## config.mk

```make
export PLATFORM = sky130hd
export DESIGN_NAME = threshold_cfg_ctrl
export DESIGN_NICKNAME = d
export VERILOG_FILES = /design/src/rtl/threshold_pkg.sv /design/src/rtl/vsync_edge_det.sv /design/src/rtl/threshold_cfg_ctrl.sv
export SDC_FILE = /design/constraint.sdc
export NUM_CORES = 1
export LEC_CHECK = 0
export CAP_MARGIN = 15
export CORE_ASPECT_RATIO = 1.25
export CORE_MARGIN = 3
export CORE_UTILIZATION = 45
export CTS_BUF_LIST = sky130_fd_sc_hd__clkbuf_16
export DETAILED_ROUTE_END_ITERATION = 16
export DONT_BUFFER_PORTS = 1
export GPL_ROUTABILITY_DRIVEN = 0
export PLACE_DENSITY_LB_ADDON = 0.25
export SETUP_SLACK_MARGIN = 0.3
export SYNTH_ARGS = -nofsm -noshare
export SYNTH_HDL_FRONTEND = slang
export SYNTH_SLANG_ARGS = --single-unit
```

## constraint.sdc

```tcl
create_clock -name pixelclk -period 4.8 [get_ports pixelclk]
set_input_delay 0.96 -clock pixelclk [delete_from_list [all_inputs] [get_ports pixelclk]]
set_output_delay 0.96 -clock pixelclk [all_outputs]
set_load 0.005 [all_outputs]
```

## src/rtl/threshold_pkg.sv

```systemverilog
// -----------------------------------------------------------------------------
// threshold_pkg
// Shared definitions for the YCbCr threshold binarization stage:
//   - shadow-register address map for the configuration port
//   - configuration controller FSM state encoding
//   - default threshold values (also used by the binarization datapath)
// No ports (package).
// -----------------------------------------------------------------------------
package threshold_pkg;

    localparam int TH_DW = 8;

    // Configuration port address map; 6 and 7 are reserved.
    localparam logic [2:0] TH_ADDR_Y_TH  = 3'd0;
    localparam logic [2:0] TH_ADDR_Y_TL  = 3'd1;
    localparam logic [2:0] TH_ADDR_CB_TH = 3'd2;
    localparam logic [2:0] TH_ADDR_CB_TL = 3'd3;
    localparam logic [2:0] TH_ADDR_CR_TH = 3'd4;
    localparam logic [2:0] TH_ADDR_CR_TL = 3'd5;

    // Commit FSM states.
    typedef enum logic [1:0] {
        TH_ST_IDLE  = 2'd0,
        TH_ST_PEND  = 2'd1,
        TH_ST_APPLY = 2'd2
    } th_state_e;

    // Power-on thresholds.
    localparam logic [TH_DW-1:0] TH_Y_TH_DEF  = 8'd150;
    localparam logic [TH_DW-1:0] TH_Y_TL_DEF  = 8'd40;
    localparam logic [TH_DW-1:0] TH_CB_TH_DEF = 8'd155;
    localparam logic [TH_DW-1:0] TH_CB_TL_DEF = 8'd100;
    localparam logic [TH_DW-1:0] TH_CR_TH_DEF = 8'd240;
    localparam logic [TH_DW-1:0] TH_CR_TL_DEF = 8'd160;

endpackage : threshold_pkg

```

## src/rtl/vsync_edge_det.sv

```systemverilog
// -----------------------------------------------------------------------------
// vsync_edge_det
// Registers i_vsync and emits a registered one-cycle frame-start pulse on its
// rising edge. o_fs is high in the cycle after i_vsync is first sampled high.
// Ports:
//   pixelclk  in  pixel clock (rising edge)
//   reset_n   in  asynchronous active-low reset
//   i_vsync   in  vertical sync from the datapath input
//   o_fs      out frame-start pulse (registered)
// -----------------------------------------------------------------------------
module vsync_edge_det (
    input  logic pixelclk,
    input  logic reset_n,
    input  logic i_vsync,
    output logic o_fs
);

    logic r_vsync_d;
    logic r_fs;

    // Delay vsync by one cycle and register the rising-edge decode.
    always_ff @(posedge pixelclk or negedge reset_n) begin
        if (!reset_n) begin
            r_vsync_d <= 1'b0;
            r_fs      <= 1'b0;
        end else begin
            r_vsync_d <= i_vsync;
            r_fs      <= i_vsync & ~r_vsync_d;
        end
    end

    assign o_fs = r_fs;

endmodule : vsync_edge_det

```

## src/rtl/threshold_cfg_ctrl.sv

```systemverilog
// -----------------------------------------------------------------------------
// threshold_cfg_ctrl
// Run-time configuration controller for the YCbCr threshold binarization
// stage. Six shadow thresholds are written through a valid/ready port and are
// copied to the active outputs only at a frame start, so a frame never sees a
// mixed threshold set. A commit is rejected (cfg_err) when any low threshold
// exceeds its high threshold.
//
// Optional feature macro: TH_HIT_CNT_EN -- when defined, per-frame hit pixels
// (i_de && i_hit) are counted and reported on hit_cnt at each frame start;
// otherwise hit_cnt is tied to zero and i_hit is ignored.
//
// Ports:
//   pixelclk        in   pixel clock (rising edge)
//   reset_n         in   asynchronous active-low reset
//   cfg_valid       in   shadow write request
//   cfg_ready       out  write accepted when high with cfg_valid
//   cfg_addr [2:0]  in   shadow register select (6/7 reserved, discarded)
//   cfg_data [DW]   in   write data
//   commit_req      in   pulse: arm a commit for the next frame start
//   i_vsync, i_de   in   video timing
//   i_hit           in   pixel-in-range flag from the datapath
//   y_th .. cr_tl   out  active thresholds
//   commit_pending  out  a commit is armed
//   cfg_err         out  sticky: last commit rejected
//   frame_cnt [16]  out  frame starts seen (wraps)
//   hit_cnt [CNT_W] out  hits in the last completed frame
// -----------------------------------------------------------------------------
module threshold_cfg_ctrl
    import threshold_pkg::*;
#(
    parameter int             DW        = 8,
    parameter logic [DW-1:0]  Y_TH_RST  = DW'(TH_Y_TH_DEF),
    parameter logic [DW-1:0]  Y_TL_RST  = DW'(TH_Y_TL_DEF),
    parameter logic [DW-1:0]  CB_TH_RST = DW'(TH_CB_TH_DEF),
    parameter logic [DW-1:0]  CB_TL_RST = DW'(TH_CB_TL_DEF),
    parameter logic [DW-1:0]  CR_TH_RST = DW'(TH_CR_TH_DEF),
    parameter logic [DW-1:0]  CR_TL_RST = DW'(TH_CR_TL_DEF),
    parameter int             CNT_W     = 22
) (
    input  logic             pixelclk,
    input  logic             reset_n,
    input  logic             cfg_valid,
    output logic             cfg_ready,
    input  logic [2:0]       cfg_addr,
    input  logic [DW-1:0]    cfg_data,
    input  logic             commit_req,
    input  logic             i_vsync,
    input  logic             i_de,
    input  logic             i_hit,
    output logic [DW-1:0]    y_th,
    output logic [DW-1:0]    y_tl,
    output logic [DW-1:0]    cb_th,
    output logic [DW-1:0]    cb_tl,
    output logic [DW-1:0]    cr_th,
    output logic [DW-1:0]    cr_tl,
    output logic             commit_pending,
    output logic             cfg_err,
    output logic [15:0]      frame_cnt,
    output logic [CNT_W-1:0] hit_cnt
);

    logic          w_fs;
    th_state_e     r_state;
    th_state_e     w_next_state;
    logic          w_cfg_ready_nxt;
    logic          w_pending_nxt;
    logic          w_apply;
    logic          w_wr_en;
    logic          w_cfg_ok;

    logic          r_cfg_ready;
    logic          r_commit_pending;
    logic          r_cfg_err;
    logic [15:0]   r_frame_cnt;

    logic [DW-1:0] r_sh_y_th, r_sh_y_tl, r_sh_cb_th, r_sh_cb_tl, r_sh_cr_th, r_sh_cr_tl;
    logic [DW-1:0] r_y_th, r_y_tl, r_cb_th, r_cb_tl, r_cr_th, r_cr_tl;

    vsync_edge_det u_vsync_edge_det (
        .pixelclk (pixelclk),
        .reset_n  (reset_n),
        .i_vsync  (i_vsync),
        .o_fs     (w_fs)
    );

    // Writes only land while the registered ready is high, so the APPLY cycle
    // always sees a stable shadow bank.
    assign w_wr_en  = cfg_valid & r_cfg_ready;
    assign w_cfg_ok = (r_sh_y_tl  <= r_sh_y_th)  &&
                      (r_sh_cb_tl <= r_sh_cb_th) &&
                      (r_sh_cr_tl <= r_sh_cr_th);

    // FSM state register.
    always_ff @(posedge pixelclk or negedge reset_n) begin
        if (!reset_n) begin
            r_state <= TH_ST_IDLE;
        end else begin
            r_state <= w_next_state;
        end
    end

    // FSM next-state logic. A commit_req coinciding with fs in IDLE only arms,
    // so the commit lands on the following frame start.
    always_comb begin
        w_next_state = r_state;
        case (r_state)
            TH_ST_IDLE: begin
                if (commit_req) begin
                    w_next_state = TH_ST_PEND;
                end else begin
                    w_next_state = TH_ST_IDLE;
                end
            end
            TH_ST_PEND: begin
                if (w_fs) begin
                    w_next_state = TH_ST_APPLY;
                end else begin
                    w_next_state = TH_ST_PEND;
                end
            end
            TH_ST_APPLY: w_next_state = TH_ST_IDLE;
            default:     w_next_state = TH_ST_IDLE;
        endcase
    end

    // FSM output decode; ready/pending are computed from the next state so
    // their registered versions line up with the state they describe.
    always_comb begin
        w_cfg_ready_nxt = (w_next_state != TH_ST_APPLY);
        w_pending_nxt   = (w_next_state == TH_ST_PEND);
        w_apply         = (r_state == TH_ST_APPLY);
    end

    // Registered handshake/status outputs.
    always_ff @(posedge pixelclk or negedge reset_n) begin
        if (!reset_n) begin
            r_cfg_ready      <= 1'b1;
            r_commit_pending <= 1'b0;
        end else begin
            r_cfg_ready      <= w_cfg_ready_nxt;
            r_commit_pending <= w_pending_nxt;
        end
    end

    // Shadow bank writes; reserved addresses are accepted and dropped.
    always_ff @(posedge pixelclk or negedge reset_n) begin
        if (!reset_n) begin
            r_sh_y_th  <= Y_TH_RST;
            r_sh_y_tl  <= Y_TL_RST;
            r_sh_cb_th <= CB_TH_RST;
            r_sh_cb_tl <= CB_TL_RST;
            r_sh_cr_th <= CR_TH_RST;
            r_sh_cr_tl <= CR_TL_RST;
        end else if (w_wr_en) begin
            case (cfg_addr)
                TH_ADDR_Y_TH:  r_sh_y_th  <= cfg_data;
                TH_ADDR_Y_TL:  r_sh_y_tl  <= cfg_data;
                TH_ADDR_CB_TH: r_sh_cb_th <= cfg_data;
                TH_ADDR_CB_TL: r_sh_cb_tl <= cfg_data;
                TH_ADDR_CR_TH: r_sh_cr_th <= cfg_data;
                TH_ADDR_CR_TL: r_sh_cr_tl <= cfg_data;
                default: begin
                end
            endcase
        end
    end

    // Active bank and error flag, updated only in the APPLY cycle.
    always_ff @(posedge pixelclk or negedge reset_n) begin
        if (!reset_n) begin
            r_y_th    <= Y_TH_RST;
            r_y_tl    <= Y_TL_RST;
            r_cb_th   <= CB_TH_RST;
            r_cb_tl   <= CB_TL_RST;
            r_cr_th   <= CR_TH_RST;
            r_cr_tl   <= CR_TL_RST;
            r_cfg_err <= 1'b0;
        end else if (w_apply) begin
            if (w_cfg_ok) begin
                r_y_th    <= r_sh_y_th;
                r_y_tl    <= r_sh_y_tl;
                r_cb_th   <= r_sh_cb_th;
                r_cb_tl   <= r_sh_cb_tl;
                r_cr_th   <= r_sh_cr_th;
                r_cr_tl   <= r_sh_cr_tl;
                r_cfg_err <= 1'b0;
            end else begin
                r_cfg_err <= 1'b1;
            end
        end
    end

    // Frame-start counter, free-running wrap.
    always_ff @(posedge pixelclk or negedge reset_n) begin
        if (!reset_n) begin
            r_frame_cnt <= 16'd0;
        end else if (w_fs) begin
            r_frame_cnt <= r_frame_cnt + 16'd1;
        end
    end

`ifdef TH_HIT_CNT_EN
    localparam logic [CNT_W-1:0] HIT_MAX = {CNT_W{1'b1}};

    logic             w_hit;
    logic [CNT_W-1:0] r_hit_acc;
    logic [CNT_W-1:0] r_hit_cnt;

    assign w_hit = i_de & i_hit;

    // Per-frame hit accumulator; a hit in the fs cycle belongs to the new frame.
    always_ff @(posedge pixelclk or negedge reset_n) begin
        if (!reset_n) begin
            r_hit_acc <= {CNT_W{1'b0}};
            r_hit_cnt <= {CNT_W{1'b0}};
        end else if (w_fs) begin
            r_hit_cnt <= r_hit_acc;
            r_hit_acc <= w_hit ? CNT_W'(1) : {CNT_W{1'b0}};
        end else if (w_hit && (r_hit_acc != HIT_MAX)) begin
            r_hit_acc <= r_hit_acc + CNT_W'(1);
        end
    end

    assign hit_cnt = r_hit_cnt;
`else
    logic w_unused_hit_in;

    assign w_unused_hit_in = &{1'b0, i_de, i_hit};
    assign hit_cnt         = {CNT_W{1'b0}};
`endif

    assign cfg_ready      = r_cfg_ready;
    assign commit_pending = r_commit_pending;
    assign cfg_err        = r_cfg_err;
    assign frame_cnt      = r_frame_cnt;
    assign y_th           = r_y_th;
    assign y_tl           = r_y_tl;
    assign cb_th          = r_cb_th;
    assign cb_tl          = r_cb_tl;
    assign cr_th          = r_cr_th;
    assign cr_tl          = r_cr_tl;

endmodule : threshold_cfg_ctrl

```

## Word level (Yosys, flattened, before mapping)

Cells that the tools add are included.

| word-level totals | value |
|---|---|
| memories kept | 0 |
| bits of input ports | 18 |
| bits in registers | 119 |
| bits in writable memories | 0 |
| ROM bits | 0 |
| logic and storage cells | 50 |
| bits in latches | 0 |
| output and inout port bits | 89 |

| operators by class | value |
|---|---|
| equal/unequal tests | 9 |
| add/sub/neg operators | 1 |
| divide/modulo/power cells | 0 |
| $lt $le $gt $ge | 3 |
| bitwise gates (word level) | 3 |
| multiply operators | 0 |
| multiplexer cells | 4 |
| shift-type cells | 0 |
| reductions and logical operators | 11 |

Operator list:

| operator | number |
|---|---|
| $le 8x8->1 | 3 |
| $add 16x1->16 const B | 1 |
| $reduce_and 2->1 | 7 |
| $eq 3x2->1 const B | 2 |
| $eq 3x3->1 const B | 2 |
| $eq 2x1->1 const B | 2 |
| $pmux 2 s2 | 1 |
| $eq 3x1->1 const B | 1 |
| $logic_not 3->1 | 1 |
| $and 1x1->1 | 2 |
| $eq 2x2->1 const B | 1 |
| $logic_and 1x1->1 | 2 |
| $logic_not 2->1 | 1 |
| $mux 1 | 2 |
| $mux 2 | 1 |
| $ne 2x2->1 const B | 1 |
| $not 1->1 | 1 |

## Logic depth before layout (Yosys ltp)

| depth | value |
|---|---|
| depth in word-level cells | 4 |
| depth in mapped cells | 10 |
| depth with buffers taken out | 8 |

## Modules after synthesis

Synthesis repeated with hierarchy kept, for this count alone.

| unflattened totals | value |
|---|---|
| cells, all modules | 411 |
| area total of the unflattened synthesis | 5,295.1 um2 |

By module, submodules not included:

| module | cells an instance | area an instance (um2) | times used | sequential area each (um2) |
|---|---|---|---|---|
| threshold_cfg_ctrl | 408 | 5,231.3 | 1 | 2,979.1 |
| vsync_edge_det | 3 | 63.8 | 1 | 50.0 |

## Least setup slack after synthesis

No wires, ideal clock.

| path | value |
|---|---|
| path kind | reg2reg |
| from | register r_sh_y_th[1] |
| to | register r_cr_tl[0] (netlist: cr_tl[0]) |
| buffers on the path | 2 |
| path slack | 2.651 ns |
| clock period less this slack | 2.149 ns |
| cell stages (with the launch flop) | 11 |
| arrival | 2.023 ns |
| data required time | 4.675 ns |
| library setup time | 0.125 ns |
| cells stage by stage | dfstp_2 -> inv_1 -> ha_1 -> nor2b_1 -> o211ai_2 -> a21oi_1 -> o22ai_1 -> nand4_1 -> buf_4 -> buf_6 -> mux2_4 |

| between the ends | value |
|---|---|
| word-level cells in the longest chain between the ends | 4 |

Ends and longest elaborated chain:

| what | line | source |
|---|---|---|
| start, declared | threshold_cfg_ctrl.sv:77 | `logic [DW-1:0] r_sh_y_th, r_sh_y_tl, r_sh_cb_th, r_sh_cb_tl, r_sh_cr_th, r_sh_cr_tl;` |
| start signal, assigned | threshold_cfg_ctrl.sv:157 | `TH_ADDR_Y_TH: r_sh_y_th <= cfg_data;` |
| $le 8x8->1 | threshold_cfg_ctrl.sv:90 | `assign w_cfg_ok = (r_sh_y_tl <= r_sh_y_th) &&` |
| $logic_and 1x1->1 | threshold_cfg_ctrl.sv:90 |  |
| $logic_and 1x1->1 | threshold_cfg_ctrl.sv:91 | `(r_sh_cb_tl <= r_sh_cb_th) &&` |
| $reduce_and 2->1 (no source line) | n/a |  |
| end signal, assigned | threshold_cfg_ctrl.sv:186 | `r_cr_tl <= r_sh_cr_tl;` |
| end, declared | threshold_cfg_ctrl.sv:78 | `logic [DW-1:0] r_y_th, r_y_tl, r_cb_th, r_cb_tl, r_cr_th, r_cr_tl;` |

No other way between the ends.
A chain may end at the register's enable or synchronous reset.

## Worst setup path after layout

| path | value |
|---|---|
| from | register r_sh_y_th[1] |
| to | register r_y_th[6] (netlist: y_th[6]) |

| between the ends | value |
|---|---|
| word-level cells in the longest chain between the ends | 4 |

Ends and longest elaborated chain:

| what | line | source |
|---|---|---|
| $le 8x8->1 | threshold_cfg_ctrl.sv:90 |  |
| $logic_and 1x1->1 | threshold_cfg_ctrl.sv:90 |  |
| $logic_and 1x1->1 | threshold_cfg_ctrl.sv:91 |  |
| $reduce_and 2->1 (no source line) | n/a |  |
| end signal, assigned | threshold_cfg_ctrl.sv:181 | `r_y_th <= r_sh_y_th;` |
| end, declared | threshold_cfg_ctrl.sv:78 |  |

No other way between the ends.

==> impl_metrics.yaml <==
setup_path:
  cp_max_fo: 36
  cp_data_required_time_ps: 5080
  crit_path_end_kind: "flip-flop"
  critPathLaunchType: "flip-flop"
  arrival_ps: 3310
  worstSetupPathType: "reg2reg"
clock_network:
  htreeDepth: 4
  cts_tree: "done"
  cts.sinks: 119
  insertion_delay_ps: 400
  root_buffer: "clkbuf_16"
  cts_resized: 0
  clk_pin_slew_ps: 50
  cts_hold_buf: 0
  numCtsBuffers: 17
  post_cts_buffers: 0
  cts_buffer_depth: 2
die:
  ios: 107
  rows: 43
  start_util_pct: 46.8
  core_area_sq_um: 11300
  dieArea_sq_um: 13100
  die_w_um: 103
  fp.dieH_um: 127
synthesis:
  yosysSeqAreaShare_pct: 57.3
  ys_warn_count: 0
  yosysUniqueCellTypes: 31
  async_flop_share_pct: 100
  ys_ff_latch: 119
  avgSynthCellArea_sq_um: 12.8
  ys.flop_type: "dfrtp_1"
  synth_cells: 412
  synth_area_sq_um: 5290
  synth_edf_count: 0
power_and_ir_drop:
  combPwrFrac_pct: 16.2
  ir_drop_mv: 0.288
  p_clk_share_pct: 36.3
  p_seq_share_pct: 47.5
  cell_internal_pwr_mw: 2.52
  cellPowerDensity_nw_per_um2: 576
  p_leak_nw: 2.69
  swShare_pct: 26.5
  p_switching_uw: 908
sta:
  clock_skew_ps: 6.40
  rsz0062_at_grt: "false"
  setup_viol: 0
  period_needed_ps: 3020
  slew_headroom_pct: 40.9
  fmax_ghz: 0.331
  setup_slack_ps: 1780
  hold_viol: 0
  min_period_over_period_pct: 63.0
  drv_slew: 0
  fin_tns_setup_ps: 0
  worst_pin_slew_ps: 884
place:
  place.port_buffers: 0
  dp_worst_setup_slack_ps: 1720
  dp_hpwl_um: 6890
  placed_area_sq_um: 5350
layout:
  fin_util_pct: 52.6
  drive_gt1_share_pct: 35.3
  nNetsFinal: 466
  antenna_cells: 0
  final_common_cell: "dfrtp_1"
  design_area_sq_um: 5950
  syn_to_final_growth_pct: 12.5
  final_cell_mix: "dfrtp_1 (78), mux2_2 (66), dfstp_2 (41)"
global_route:
  grt_usage_pct: 16.1
  gr-total-overflow: 0
  grt_pass1_wl_um: 15900
  grt_max_degree: 120
  grt_pass1_vias: 3064
  grt-busiest-layer: "met2"
  gr-usage-met3_pct: 7.76
  antenna_found_initial: 0
  gr-usage-met2_pct: 24.8
  use_met1_pct: 19.5
routing:
  routedWlPerCell_um: 17.3
  dr.pass1.iters: 6
  viasPerCell: 5.23
  wl_um: 9860
  drc: 0
  vias: 2985
  drtIter0Drc: 118
  drtAntennaViolNets: 0
run:
  maxCapViolations: 0
status:
  status: "finished clean"
worst_hold_path:
  min_path_type: "in2async"
[cells by family after synthesis]
group	after synthesis	synth area share [%]
flip-flops	119	57.3
multiplexers	75	16.6
AND/OR/NAND/NOR	74	6.75
buffers and inverters	57	5.89
AO/OA/AOI/OAI	46	4.97
adder cells (fa/ha/maj)	25	5.92
XOR/XNOR	15	2.49
other	1	0.0709
[area by class of cell]
class	instances	area (sq um)
well taps	135	169
fillers	975	5350
inverters	25	93.8
flip-flops and latches	119	3030
clock buffers	17	425
multi-input cells	257	2030
repair buffers	3	35.0
clock inverters	15	163
[worst max-delay path, cell delays in order (launching register included)]
cell and delay [ps]:
dfstp_2 520, inv_1 50, ha_1 300, nor2b_1 150
o211ai_2 130, a21oi_1 80, o22ai_1 150, nand4_1 730
buf_12 480, mux2_4 310
[registers in the layout, summed over array words and instances (netlist names), 2 cells and up]
register	flops
cb_th	8
cb_tl	8
cr_th	8
cr_tl	8
frame_cnt	16
r_sh_cb_th	8
r_sh_cb_tl	8
r_sh_cr_th	8
r_sh_cr_tl	8
r_sh_y_th	8
r_sh_y_tl	8
r_state	2
y_th	8
y_tl	8
[cell usage after synthesis (all sizes together), types with 5 or more instances]
cell type  instances  area [sq um]
nor2               6          25.0
mux2              75           878
dfrtp             78          1950
nor2b              6          37.5
o21ai             26           130
nand2             34           128
dfstp             41          1080
a21oi             12          60.1
nand4             11          68.8
xnor2             12           105
buf               27           199
clkbuf             5          18.8
ha                25           313
nand3              7          35.0
inv               25          93.8
[power by group through the flow]
stage / clock network [mW] / registers, mW / logic [mW]
3_5_place_dp: 0 / 1.66 / 0.564
3_3_place_gp: 0 / 1.65 / 0.543
5_1_grt: 1.33 / 1.69 / 0.632
6_report: 1.24 / 1.63 / 0.555
4_1_cts: 1.27 / 1.64 / 0.567
2_1_floorplan: 0 / 1.56 / 0.498
[per-stage QoR]
stage	power [mW]	hold slack, ps	cells
after floorplan	2.06	378	433
after global placement	2.19	389	538
after detailed placement	2.22	397	538
after CTS	3.48	231	570
after global routing	3.65	224	571
final	3.43	250	571
[per-layer routing]
| layer | share of wire, % | vias up |
|---|---|---|
| met5 | 0 | - |
| met4 | 1.3 | 0 |
| met3 | 9.9 | 14 |
| met2 | 48 | 88 |
| met1 | 40 | 1476 |
| li1 | - | 1407 |
[worst paths after layout]
check                                      startpoint                     to  slack (ps)  cells past startpoint
max                                      r_sh_y_th[1]                y_th[6]        1780                      9
min                                           reset_n               cr_tl[6]         250                      0
max reg2reg                              r_sh_y_th[1]                y_th[6]        1780                      9
min reg2reg                u_vsync_edge_det.r_vsync_d  u_vsync_edge_det.o_fs         400                      1
max in group asynchronous                     reset_n           r_sh_y_th[1]        4290                      0
min in group pixelclk      u_vsync_edge_det.r_vsync_d  u_vsync_edge_det.o_fs         400                      1
No activity file was read; power rests on OpenSTA's default activity.
